`src/rtl/fpm_sched.sv`:
```
// rtl/fpm_sched.sv - round-robin scheduler sharing one FP multiplier core among N requesters
module fpm_sched #(
    parameter int N       = 4,
    parameter int ID_W    = 2,
    parameter int MUL_LAT = 1
) (
    input  logic              clk,
    input  logic              rst_n,
    input  logic [N-1:0]      req_valid,
    output logic [N-1:0]      req_ready,
    input  logic [32*N-1:0]   req_a,
    input  logic [32*N-1:0]   req_b,
    output logic [31:0]       mul_a,
    output logic [31:0]       mul_b,
    input  logic [31:0]       mul_p,
    output logic              rsp_valid,
    input  logic              rsp_ready,
    output logic [31:0]       rsp_p,
    output logic [ID_W-1:0]   rsp_id,
    output logic              busy
);

    typedef enum logic [1:0] {IDLE, WAIT, RESP} state_t;

    state_t            state_q, state_d;
    logic [ID_W-1:0]   rr_ptr_q, rr_ptr_d;
    logic [ID_W-1:0]   gnt_id_q, gnt_id_d;
    logic [31:0]       op_a_q, op_a_d;
    logic [31:0]       op_b_q, op_b_d;
    logic [3:0]        cnt_q, cnt_d;
    logic              rsp_valid_q, rsp_valid_d;
    logic [31:0]       rsp_p_q, rsp_p_d;
    logic [ID_W-1:0]   rsp_id_q, rsp_id_d;

    logic [31:0]       a_arr [N];
    logic [31:0]       b_arr [N];
    logic [ID_W-1:0]   gnt;
    logic              gnt_found;

    for (genvar i = 0; i < N; i++) begin : g_unpack
        assign a_arr[i] = req_a[32*i +: 32];
        assign b_arr[i] = req_b[32*i +: 32];
    end

    // Scan from the highest offset down so the requester closest to rr_ptr wins.
    always_comb begin
        logic [ID_W-1:0] idx;
        idx       = '0;
        gnt       = '0;
        gnt_found = 1'b0;
        for (int k = N - 1; k >= 0; k--) begin
            idx = ID_W'((int'(rr_ptr_q) + k) % N);
            if (req_valid[idx]) begin
                gnt       = idx;
                gnt_found = 1'b1;
            end
        end
    end

    always_comb begin
        req_ready = '0;
        if (state_q == IDLE && gnt_found) begin
            req_ready[gnt] = 1'b1;
        end
    end

    always_comb begin
        state_d     = state_q;
        rr_ptr_d    = rr_ptr_q;
        gnt_id_d    = gnt_id_q;
        op_a_d      = op_a_q;
        op_b_d      = op_b_q;
        cnt_d       = cnt_q;
        rsp_valid_d = rsp_valid_q;
        rsp_p_d     = rsp_p_q;
        rsp_id_d    = rsp_id_q;
        case (state_q)
            IDLE: begin
                if (gnt_found) begin
                    op_a_d   = a_arr[gnt];
                    op_b_d   = b_arr[gnt];
                    gnt_id_d = gnt;
                    cnt_d    = 4'(MUL_LAT - 1);
                    state_d  = WAIT;
                end
            end
            WAIT: begin
                if (cnt_q != 4'd0) begin
                    cnt_d = cnt_q - 4'd1;
                end else begin
                    rsp_p_d     = mul_p;
                    rsp_id_d    = gnt_id_q;
                    rsp_valid_d = 1'b1;
                    state_d     = RESP;
                end
            end
            RESP: begin
                if (rsp_ready) begin
                    rsp_valid_d = 1'b0;
                    state_d     = IDLE;
                    rr_ptr_d    = (gnt_id_q == ID_W'(N - 1)) ? '0 : gnt_id_q + 1'b1;
                end
            end
            default: state_d = IDLE;
        endcase
    end

    always_ff @(posedge clk) begin
        if (!rst_n) begin
            state_q     <= IDLE;
            rr_ptr_q    <= '0;
            gnt_id_q    <= '0;
            op_a_q      <= '0;
            op_b_q      <= '0;
            cnt_q       <= '0;
            rsp_valid_q <= 1'b0;
            rsp_p_q     <= '0;
            rsp_id_q    <= '0;
        end else begin
            state_q     <= state_d;
            rr_ptr_q    <= rr_ptr_d;
            gnt_id_q    <= gnt_id_d;
            op_a_q      <= op_a_d;
            op_b_q      <= op_b_d;
            cnt_q       <= cnt_d;
            rsp_valid_q <= rsp_valid_d;
            rsp_p_q     <= rsp_p_d;
            rsp_id_q    <= rsp_id_d;
        end
    end

    // Operands stay on the core between operations; the core's output is only sampled in WAIT.
    assign mul_a     = op_a_q;
    assign mul_b     = op_b_q;
    assign rsp_valid = rsp_valid_q;
    assign rsp_p     = rsp_p_q;
    assign rsp_id    = rsp_id_q;
    assign busy      = (state_q != IDLE);

endmodule

```
`config.mk`:
```
export PLATFORM = sky130hd
export DESIGN_NAME = fpm_sched
export DESIGN_NICKNAME = d
export VERILOG_FILES = /design/src/rtl/fpm_sched.sv
export SDC_FILE = /design/constraint.sdc
export NUM_CORES = 1
export LEC_CHECK = 0
export ABC_AREA = 1
export CORE_AREA = 4 4 151 153
export CTS_CLUSTER_DIAMETER = 120
export CTS_CLUSTER_SIZE = 20
export DETAILED_ROUTE_END_ITERATION = 8
export DIE_AREA = 0 0 155 157
export GPL_ROUTABILITY_DRIVEN = 1
export GPL_TIMING_DRIVEN = 0
export PLACE_DENSITY = 0.81
export SYNTH_ARGS = -nofsm -noshare
export SYNTH_HDL_FRONTEND = slang
export SYNTH_SLANG_ARGS = --single-unit
```
`constraint.sdc`:
```
create_clock -name clk -period 1.8 [get_ports clk]
set_input_delay 0.27 -clock clk [delete_from_list [all_inputs] [get_ports clk]]
set_output_delay 0.27 -clock clk [all_outputs]
set_load 0.01 [all_outputs]
```
==> impl_metrics.toml <==
[flow_run]
max-cap-violations = 0

[yosys]
synth_area_leaders = "dfxtp_1, nand3_1, nand2_1, nor2_1, inv_1"
ys_async_sr_fraction = 0
synth_edf_count = 0
synth_top_area_share = 0.342
ys_ff_latch = 109
yosys_warnings = 0
synth_area_per_cell_um2 = 6.18
synth_flop_cell = "dfxtp_1"
synth_top_area_cell = "dfxtp_1"
yosysSeqAreaShare = 0.342
syn_area_um2 = 6390
synth_cells = 1033
syn_nets = 1331
yosysUniqueCellTypes = 23

[worst_setup_path]
arrival_ns = 2.05
path_class = "input pin to primary output"
crit_path_max_fanout = 5
cp-start-kind = "input pin"
critPathCaptureType = "primary output"
cp_slowest_cell = "clkdlybuf4s50_1"
worstPathCellList = "clkdlybuf4s50_1 > inv_1 > o21ai_4 > nand2_2 > nand3_2 > nand3_2 > nand2_4 > buf_12 > buf_8 > inv_2 > nor3_2 > buf_2"
crit_top_cell = "nand3_2"
crit_required_ns = 1.53
max_stage_delay_ns = 0.45

[finish]
antennaDiodeCount = 0
areaGrowthSynthToFinish_pct = 82.9
nets = 1762
fill_cells = 2129
final_common_cell = "clkdlybuf4s50_1"
drive_gt1_frac = 0.112
mostFrequentLayoutCells = "clkdlybuf4s50_1, nand3_1, nand2_1, dfxtp_1, nor2_1"
fin_util = 0.542
layout.cells.non_filler = 1749
final_cell_area_um2 = 11700

[timing]
hold_viol = 0
report.final.slew_viol_count = 0
setup_slack_ns = -0.518
setup_viol = 69
relSlewSlack = 0.639
period_needed_ns = 2.32
fmax_mhz = 431
worstMarginPinSlew_ns = 0.542
post-route-period-util = 1.29
hold_ws_ns = 0.471
skew_ns = 0.0141
rsz0062_at_grt = "yes"

[grt]
antenna_found_initial = 2
grt_pass1_vias = 8494
grt_remaining_overflow = 0
track_usage = 0.249
grt_pass1_wl_um = 47600
grt_max_degree = 23

[hold_path]
hold_class = "register to register"

[pwr]
peakVddDrop_v = 0.000945
power_density_nw_per_um2 = 1490
leakage_nw = 5.24

[place]
numPortBuffers = 398
post-place-ws_ns = -1.21
place_area_um2 = 10700
routabilityCongestion = 0.957
dp.cells = 1711
dp_hpwl_um = 24900

[clock_tree]
clockBufferDepth = 2
clock-sinks = 109
cts_inserted_buffers = 9
root_buffer = "clkbuf_16"
cts_tree = "done"
cts-htree-levels = 3
clock_latency_ns = 0.36
path_clk_slew_ns = 0.08

[drt]
ant_nets = 0
drtIter0Drc = 637
via_per_inst = 5.02
routedWlPerCell_um = 18.4
first_pass_iters = 5
drc = 0
wl_um = 32200
num_vias = 8778

[die]
die_w_um = 155
die-area_um2 = 24300
ios = 399
core_um2 = 21600
start_util = 0.296
die_y_um = 157
rows = 54

[status]
status = "finished with violations"
failed_checks = "setup timing"
==> cell usage after synthesis, types with 2 or more instances <==
cell type	n
buf_2	43
clkinv_1	2
nand2_2	3
dfxtp_1	109
nand3_1	383
nand3_2	2
buf_6	3
ha_1	3
nor2_1	101
o21ai_0	39
clkbuf_1	27
nand2_1	219
nor3_1	5
a21oi_1	7
xor2_1	2
buf_4	13
inv_1	66
==> per-layer routing <==
layer	wire [µm]	global-route usage
met1	12800	0.301
met2	15400	0.429
met3	2850	0.0649
met4	1150	0.0875
met5	23	0
==> sequential cells by signal, summed over array words and instances (netlist names) <==
signal     cells
mul_a         32
mul_b         32
rsp_p         32
cnt_q          4
gnt_id_q       2
rr_ptr_q       2
rsp_id         2
state_q        2
rsp_valid      1
==> cell type report <==
| type | count | area [µm²] | share of cell area |
|---|---|---|---|
| repair buffers | 420 | 4150 | 0.355 |
| multi-input cells | 768 | 3760 | 0.321 |
| flip-flops and latches | 109 | 2190 | 0.187 |
| plain buffers | 87 | 668 | 0.0572 |
| well taps | 280 | 350 | 0.0300 |
| inverters | 69 | 263 | 0.0225 |
| clock buffers | 9 | 225 | 0.0193 |
| clock inverters | 7 | 83.8 | 0.00717 |
==> kinds of logic after synthesis <==
kind of cell	synth area share
xor gates and xnor gates	0.00411
adders and majority gates	0.00588
and+or+nand+nor	0.499
buffers and inverters	0.111
DFF	0.342
AOI/OAI and AO/OA	0.0382
==> metrics by stage <==
stage          setup TNS [ns]  power, mW
5_1_grt                -26.05       18.7
4_1_cts                -15.27       17.2
6_report               -17.48       17.4
2_1_floorplan          -0.145       9.45
3_3_place_gp           -68.60       14.2
3_5_place_dp           -67.63       14.4
==> worst max-delay path, delay by kind of cell <==
kind / cells / cell delay [ns]
buffers and inverters: 6 / 1.00
and+or+nand+nor: 5 / 0.55
AOI/OAI and AO/OA: 1 / 0.20
==> final timing paths <==
check	slack (ns)	from	end	cells past startpoint
worst max-delay path	-0.52	req_valid[1]	req_ready[3]	12
worst min-delay path	0.47	mul_b[9]$_SDFFE_PN0P_	mul_b[9]$_SDFFE_PN0P_	2
worst max register to register	-0.33	rr_ptr_q[0]$_SDFFE_PN0P_	mul_b[8]$_SDFFE_PN0P_	13
worst min register to register	0.47	mul_b[9]$_SDFFE_PN0P_	mul_b[9]$_SDFFE_PN0P_	2
==> repair_timing <==
item / 4_1_cts / 5_1_grt
hold buffers: 0 / 0
gates resized for setup: 102 / 69
endpoints found under the setup margin: 105 / 102
buffers inserted: 17 / 4
pin swaps: 20 / 13
cloned: 1 / 0
==> where the power goes <==
group / leakage, nW / internal [mW] / total, mW / switching [mW]
combinational: 4.19 / 5.02 / 11.0 / 5.94
clock: 0.151 / 1.01 / 2.11 / 1.10
sequential: 0.902 / 3.64 / 4.30 / 0.657
No activity file was read; power rests on OpenSTA's default activity.
